==> config.mk <==
export PLATFORM = sky130hd
export DESIGN_NAME = seg_scan_capture
export DESIGN_NICKNAME = d
export VERILOG_FILES = /design/src/rtl/seg_scan_pkg.sv /design/src/rtl/seg_pattern_decode.sv /design/src/rtl/seg_scan_capture.sv
export SDC_FILE = /design/constraint.sdc
export NUM_CORES = 1
export LEC_CHECK = 0
export ABC_CLOCK_PERIOD_IN_PS = 2300
export CAP_MARGIN = 15
export CORE_MARGIN = 10
export CORE_UTILIZATION = 30
export DETAILED_ROUTE_END_ITERATION = 10
export GPL_ROUTABILITY_DRIVEN = 1
export MAX_ROUTING_LAYER = met4
export SLEW_MARGIN = 30
export SYNTH_ARGS = -nofsm -noshare
export SYNTH_HDL_FRONTEND = slang
export SYNTH_SLANG_ARGS = --single-unit
==> constraint.sdc <==
create_clock -name clk_i -period 2.3 [get_ports clk_i]
set_clock_uncertainty 0.15 [all_clocks]
set_input_delay 0.69 -clock clk_i [delete_from_list [all_inputs] [get_ports clk_i]]
set_output_delay 0.69 -clock clk_i [all_outputs]
set_load 0.05 [all_outputs]
==> src/rtl/seg_scan_pkg.sv <==
`default_nettype none
// +----------------------------------------------------------------------+
// | Module   : seg_scan_pkg                                              |
// | Brief    : Segment patterns and codes for the scan capture receiver. |
// | Revision : 1.0                                                       |
// +----------------------------------------------------------------------+
package seg_scan_pkg;
   // Active-low patterns, bit order {a,b,c,d,e,f,g}
   localparam logic [6:0] PAT_0     = 7'b0000001;
   localparam logic [6:0] PAT_1     = 7'b1001111;
   localparam logic [6:0] PAT_2     = 7'b0010010;
   localparam logic [6:0] PAT_3     = 7'b0000110;
   localparam logic [6:0] PAT_4     = 7'b1001100;
   localparam logic [6:0] PAT_5     = 7'b0100100;
   localparam logic [6:0] PAT_6     = 7'b0100000;
   localparam logic [6:0] PAT_7     = 7'b0001111;
   localparam logic [6:0] PAT_8     = 7'b0000000;
   localparam logic [6:0] PAT_9     = 7'b0000100;
   localparam logic [6:0] PAT_BLANK = 7'b1111111;
   localparam logic [3:0] CODE_BLANK = 4'hA;
   localparam logic [3:0] CODE_ERR   = 4'hF;
endpackage
`default_nettype wire

==> src/rtl/seg_pattern_decode.sv <==
`default_nettype none
// +----------------------------------------------------------------------+
// | Module   : seg_pattern_decode                                        |
// | Brief    : Active-low 7-segment pattern to BCD code and error flag.  |
// | Revision : 1.0                                                       |
// +----------------------------------------------------------------------+
module seg_pattern_decode
   import seg_scan_pkg::*;
(
   input  logic [6:0] i_pat,
   output logic [3:0] o_code,
   output logic       o_err
);
   always_comb begin
      o_code = CODE_ERR;
      o_err  = 1'b1;
      case (i_pat)
         PAT_0:     begin o_code = 4'd0;       o_err = 1'b0; end
         PAT_1:     begin o_code = 4'd1;       o_err = 1'b0; end
         PAT_2:     begin o_code = 4'd2;       o_err = 1'b0; end
         PAT_3:     begin o_code = 4'd3;       o_err = 1'b0; end
         PAT_4:     begin o_code = 4'd4;       o_err = 1'b0; end
         PAT_5:     begin o_code = 4'd5;       o_err = 1'b0; end
         PAT_6:     begin o_code = 4'd6;       o_err = 1'b0; end
         PAT_7:     begin o_code = 4'd7;       o_err = 1'b0; end
         PAT_8:     begin o_code = 4'd8;       o_err = 1'b0; end
         PAT_9:     begin o_code = 4'd9;       o_err = 1'b0; end
         PAT_BLANK: begin o_code = CODE_BLANK; o_err = 1'b0; end
         default:   ;
      endcase
   end
endmodule
`default_nettype wire

==> src/rtl/seg_scan_capture.sv <==
`default_nettype none
// +----------------------------------------------------------------------+
// | Module   : seg_scan_capture                                          |
// | Brief    : Samples a multiplexed segment bus and emits BCD frames.   |
// | Revision : 1.0                                                       |
// +----------------------------------------------------------------------+
module seg_scan_capture
   import seg_scan_pkg::*;
#(
   parameter int NDIG       = 4,
   parameter int STABLE_CYC = 8,
   parameter int CNT_W      = 4
)(
   input  logic              clk_i,
   input  logic              rst_n_i,
   input  logic [6:0]        seg_i,
   input  logic [NDIG-1:0]   dig_sel_i,
   output logic [4*NDIG-1:0] bcd_o,
   output logic [NDIG-1:0]   err_o,
   output logic              frame_valid_o,
   input  logic              frame_ready_i,
   output logic              ovf_o
);
   localparam logic [1:0]       c_st_idle    = 2'd0;
   localparam logic [1:0]       c_st_count   = 2'd1;
   localparam logic [1:0]       c_st_capture = 2'd2;
   localparam logic [CNT_W-1:0] c_stable     = CNT_W'(STABLE_CYC);
   localparam logic [CNT_W-1:0] c_stable_m1  = CNT_W'(STABLE_CYC - 1);
   localparam logic [CNT_W-1:0] c_cnt_one    = CNT_W'(1);
   localparam logic [NDIG-1:0]  c_sel_one    = NDIG'(1);
   localparam logic [NDIG-1:0]  c_mask_full  = '1;

   logic [6:0]        r_seg_m, r_seg_s, r_seg_prev;
   logic [NDIG-1:0]   r_sel_m, r_sel_s, r_sel_prev;
   logic [CNT_W-1:0]  r_cnt;
   logic              r_armed;
   logic [NDIG-1:0]   r_mask;
   logic [4*NDIG-1:0] r_stage_bcd;
   logic [NDIG-1:0]   r_stage_err;
   logic [4*NDIG-1:0] r_bcd;
   logic [NDIG-1:0]   r_err;
   logic              r_valid;
   logic              r_ovf;

   logic [1:0]        w_state;
   logic [NDIG-1:0]   w_hit;
   logic              w_one_low;
   logic [3:0]        w_code;
   logic              w_err;
   logic [NDIG-1:0]   w_mask;
   logic [4*NDIG-1:0] w_stage_bcd;
   logic [NDIG-1:0]   w_stage_err;
   logic              w_complete;

   seg_pattern_decode u_decode (
      .i_pat  (r_seg_s),
      .o_code (w_code),
      .o_err  (w_err)
   );

   // Selects are active low, so the inverted bus is the selected-digit one-hot
   assign w_hit     = ~r_sel_s;
   assign w_one_low = (w_hit != '0) && ((w_hit & (w_hit - c_sel_one)) == '0);

   always_comb begin
      w_state = c_st_count;
      if (({r_seg_s, r_sel_s} != {r_seg_prev, r_sel_prev}) || !w_one_low)
         w_state = c_st_idle;
      else if (r_armed && (r_cnt == c_stable_m1))
         w_state = c_st_capture;
   end

   always_comb begin
      w_mask      = r_mask;
      w_stage_bcd = r_stage_bcd;
      w_stage_err = r_stage_err;
      if (w_state == c_st_capture) begin
         w_mask = r_mask | w_hit;
         for (int k = 0; k < NDIG; k++) begin
            if (w_hit[k]) begin
               w_stage_bcd[4*k +: 4] = w_code;
               w_stage_err[k]        = w_err;
            end
         end
      end
   end

   assign w_complete = (w_state == c_st_capture) && (w_mask == c_mask_full);

   always_ff @(posedge clk_i or negedge rst_n_i) begin
      if (!rst_n_i) begin
         r_seg_m     <= '0;
         r_seg_s     <= '0;
         r_seg_prev  <= '0;
         r_sel_m     <= '0;
         r_sel_s     <= '0;
         r_sel_prev  <= '0;
         r_cnt       <= '0;
         r_armed     <= 1'b0;
         r_mask      <= '0;
         r_stage_bcd <= '0;
         r_stage_err <= '0;
         r_bcd       <= '0;
         r_err       <= '0;
         r_valid     <= 1'b0;
         r_ovf       <= 1'b0;
      end else begin
         r_seg_m    <= seg_i;
         r_seg_s    <= r_seg_m;
         r_seg_prev <= r_seg_s;
         r_sel_m    <= dig_sel_i;
         r_sel_s    <= r_sel_m;
         r_sel_prev <= r_sel_s;

         case (w_state)
            c_st_count: begin
               if (r_cnt < c_stable)
                  r_cnt <= r_cnt + c_cnt_one;
            end
            c_st_capture: begin
               r_cnt   <= c_stable;
               r_armed <= 1'b0;
            end
            default: begin
               r_cnt   <= '0;
               r_armed <= 1'b1;
            end
         endcase

         r_stage_bcd <= w_stage_bcd;
         r_stage_err <= w_stage_err;
         r_mask      <= w_complete ? '0 : w_mask;

         // A completed frame wins over a plain transfer; it drops only when blocked
         r_ovf <= 1'b0;
         if (w_complete) begin
            if (!r_valid || frame_ready_i) begin
               r_bcd   <= w_stage_bcd;
               r_err   <= w_stage_err;
               r_valid <= 1'b1;
            end else begin
               r_ovf <= 1'b1;
            end
         end else if (r_valid && frame_ready_i) begin
            r_valid <= 1'b0;
         end
      end
   end

   assign bcd_o         = r_bcd;
   assign err_o         = r_err;
   assign frame_valid_o = r_valid;
   assign ovf_o         = r_ovf;
endmodule
`default_nettype wire

==> impl_results.md <==
- Status: finished, violations left
- Failing checks: negative setup slack
- Top FF cell, synth: dfrtp_1
- Pwr Density: around 650 mW/mm2
- Number of hold buffers added after cts: 0
- Proportion of layout cells with a drive suffix above 1: 0.425
- Total gr overflow: 0
- Vias/cell: around 4.7
- Slew @ Worst Pin: about 0.46 ns
- Dpl ws: -0.0926 ns
- Lkg Pwr: ~2.1 nW
- Final net count: around 330
- Via count: between 2k and 2.5k
- WL/cell: 14.8 um
- Hold WS: 0.134 ns
- Final Cell Area: 0.00446 mm2
- CTS root buf: clkbuf_8
- Synth cell types: 60
- Data required, critical path: ~2.4 ns
- Initial Utilization: 0.309
- Hold Violations, Final: 0
- Initial antenna violation count: 0
- Synth warn: 0
- Fin crit share: 1.04
- RSZ-0062 raised after global routing: yes
- Slew Limit Fails: 0
- Pin count of the biggest net entering global routing: 37
- Tot GR Track Use: 0.0899
- Finish-stage setup viols: 19
- Critical Path AT: between 2 and 2.5 ns
- CTS tree: done
- Clk Latency, worst-skew pair: approximately 0.35 ns
- CTS Sinks: 84
- Final setup margin: -0.0822 ns
- Antenna Nets Post-Route: 0
- Rel. slew slack: 0.691
- Post-synth EDFFs: 0
- Area Overhead vs Synth: 32.5%
- Syn nets: roughly 250
- Port Buffers: 35
- Post-Route WL: between 6000 and 7000 um
- Register area share after synthesis: 0.625
- Util after Layout: 0.409
- Detail Placement HPWL: 4910 um
- Num ports: 36
- Row cnt: 38
- Vias in the first global route: around 2.2k
- Synth Register Bits: between 80 and 90
- CP Class: flip-flop to flip-flop
- Crit. End Element: flip-flop
- Final worst path period need: around 2.4 ns
- Setup TNS: -0.749 ns
- Num CTS Buffers: 9
- Die area: 0.0158 mm2
- CP Launch Type: flip-flop
- Post-Syn Area: ~0.0034 mm2
- Syn avg cell area: about 14 um2
- First-pass DRT Iterations: 4
- Fraction of registers with async set/reset: 1.00
- Top achievable clock speed: approximately 420 MHz
- Core Box Area: around 0.011 mm2
- Drt drc: 0
- DP Area: between 0.004 and 0.005 mm2
- Diode count: 0
- H-tree levels: 3
- Routability cong.: about 0.9
- First-pass GRT wire length: 11300 um
- Syn Inst Count: roughly 240
- DR iter-0 viols: 106
- Peak supply drop: ~0.31 mV
- Clock slew at reported path FFs: 0.09 ns
- Die W: ~130 um
- Clk buf depth: 2
- Worst r2r src: r_sel_s[2]
- Die H: between 100 and 150 um
- Crit path from: r_sel_s[2]
- Worst-path fanout max: 6
- Hold crit path type: primary input to asynchronous set/reset pin
- Max Cap Viol: 0
## what timing repair did
item / in CTS / in global routing
resized for setup: 14 / 9
buffers inserted: 1 / 3
pin swaps: 4 / 3
setup endpoints to repair: 19 / 21
gates cloned: 0 / 0
## per-stage QoR
| stage | instances | total power (W) |
|---|---|---|
| 4_1_cts | 455 | 0.00293 |
| 3_3_place_gp | 438 | 0.00172 |
| 2_1_floorplan | 238 | 0.00163 |
| 3_5_place_dp | 438 | 0.00173 |
| 5_1_grt | 458 | 0.00303 |
| 6_report | 458 | 0.00289 |
## cells in the final DEF (no fill, tap or decap), drive strengths merged, types with 2 or more instances in the layout
cell / netlist / layout
bufinv: 0 / 2
mux2: 28 / 28
nand2: 7 / 7
o22a: 8 / 8
xor2: 8 / 8
o21a: 3 / 3
nor4: 2 / 2
nor2: 8 / 8
nand4: 4 / 4
buf: 12 / 64
clkbuf: 0 / 9
and4b: 3 / 3
clkdlybuf4s50: 0 / 12
mux2i: 4 / 4
nand3: 3 / 3
a22oi: 2 / 2
xnor2: 4 / 4
inv: 10 / 14
dfrtp: 84 / 84
nand2b: 2 / 2
o21ai: 3 / 3
and4: 3 / 3
and2: 3 / 3
a211oi: 2 / 2
nor3: 9 / 9
and3: 3 / 3
## state kept, by name, summed over array words and instances, names as in the netlist
register / cells
r_seg_prev: 7
r_sel_s: 4
r_sel_prev: 4
r_seg_m: 7
ovf_o: 1
r_seg_s: 7
r_cnt: 4
frame_valid_o: 1
r_sel_m: 4
r_stage_bcd: 16
r_mask: 4
bcd_o: 16
r_stage_err: 4
err_o: 4
r_armed: 1
## area by class of cell
cell class | count | area, um2
sequential | 84 | 2100
clock inverter | 7 | 105
tap | 140 | 175
fill | 998 | 6430
clock buffer | 9 | 124
inverter | 10 | 37.5
multi-input combinational | 132 | 1270
timing repair buffer | 76 | 642
## synth_stat cells (all sizes together), types with 2 or more instances
| cell | number | area, um2 |
|---|---|---|
| mux2 | 28 | 327 |
| and4 | 3 | 27.5 |
| nor3 | 9 | 83.8 |
| mux2i | 4 | 40.0 |
| o21a | 3 | 22.5 |
| buf | 12 | 71.3 |
| and3 | 3 | 18.8 |
| nand4 | 4 | 40.0 |
| and2 | 3 | 20.0 |
| and4b | 3 | 31.3 |
| xor2 | 8 | 70.1 |
| o21ai | 3 | 15.0 |
| a22oi | 2 | 15.0 |
| nand2 | 7 | 26.3 |
| nand3 | 3 | 15.0 |
| nand2b | 2 | 12.5 |
| a211oi | 2 | 15.0 |
| nor2 | 8 | 32.5 |
| inv | 10 | 37.5 |
| nor4 | 2 | 27.5 |
| dfrtp | 84 | 2100 |
| o22a | 8 | 76.3 |
| xnor2 | 4 | 35.0 |
## logic make-up (layout without fill, tap and decap cells)
kind of cell / after synthesis / after routing / share of synthesized area
DFF: 84 / 84 / 0.625
and+or+nand+nor: 54 / 54 / 0.117
buffers and inverters: 22 / 102 / 0.0324
xor gates and xnor gates: 12 / 12 / 0.0312
adders and majority gates: 1 / 1 / 0.00372
AOI/OAI and AO/OA: 33 / 33 / 0.0815
muxes: 32 / 32 / 0.109
## final timing paths
| kind | depth (start not counted) | to | slack [ns] |
|---|---|---|---|
| worst max-delay path | 9 | bcd_o[12] | -0.08 |
| worst min-delay path | 1 | bcd_o[11] | 0.13 |
| worst max register to register | 9 | bcd_o[12] | -0.08 |
| worst min register to register | 0 | r_seg_s[0] | 0.20 |
| max in group asynchronous | 2 | r_seg_s[0] | 1.36 |
| min in group clk_i | 0 | r_seg_s[0] | 0.20 |
## power breakdown
part,total [W],leakage (nW),switching (W),internal (W)
clock network,0.00119,0.113,0.000555,0.000630
logic,0.000180,0.878,0.0000996,0.0000808
registers,0.00152,1.09,0.0000184,0.00150
total,0.00289,2.08,0.000673,0.00222
## worst max-delay path: stages (launching register included)
cell	delay (ns)
dfrtp_1	0.41
buf_4	0.17
and3b_1	0.15
o21ai_1	0.23
and2_2	0.32
nor3_4	0.10
buf_4	0.14
buf_4	0.12
o22a_2	0.22
mux2_4	0.26
## routing by layer
metal | GRT usage | wire length (um) | vias to the layer above
li1 | - | - | 1011
met1 | 0.115 | 3200 | 1078
met2 | 0.131 | 3250 | 37
met3 | 0.0239 | 209 | 8
met4 | 0.0382 | 112 | 0
met5 | - | 0 | -
(Power assumes the default switching activity.)
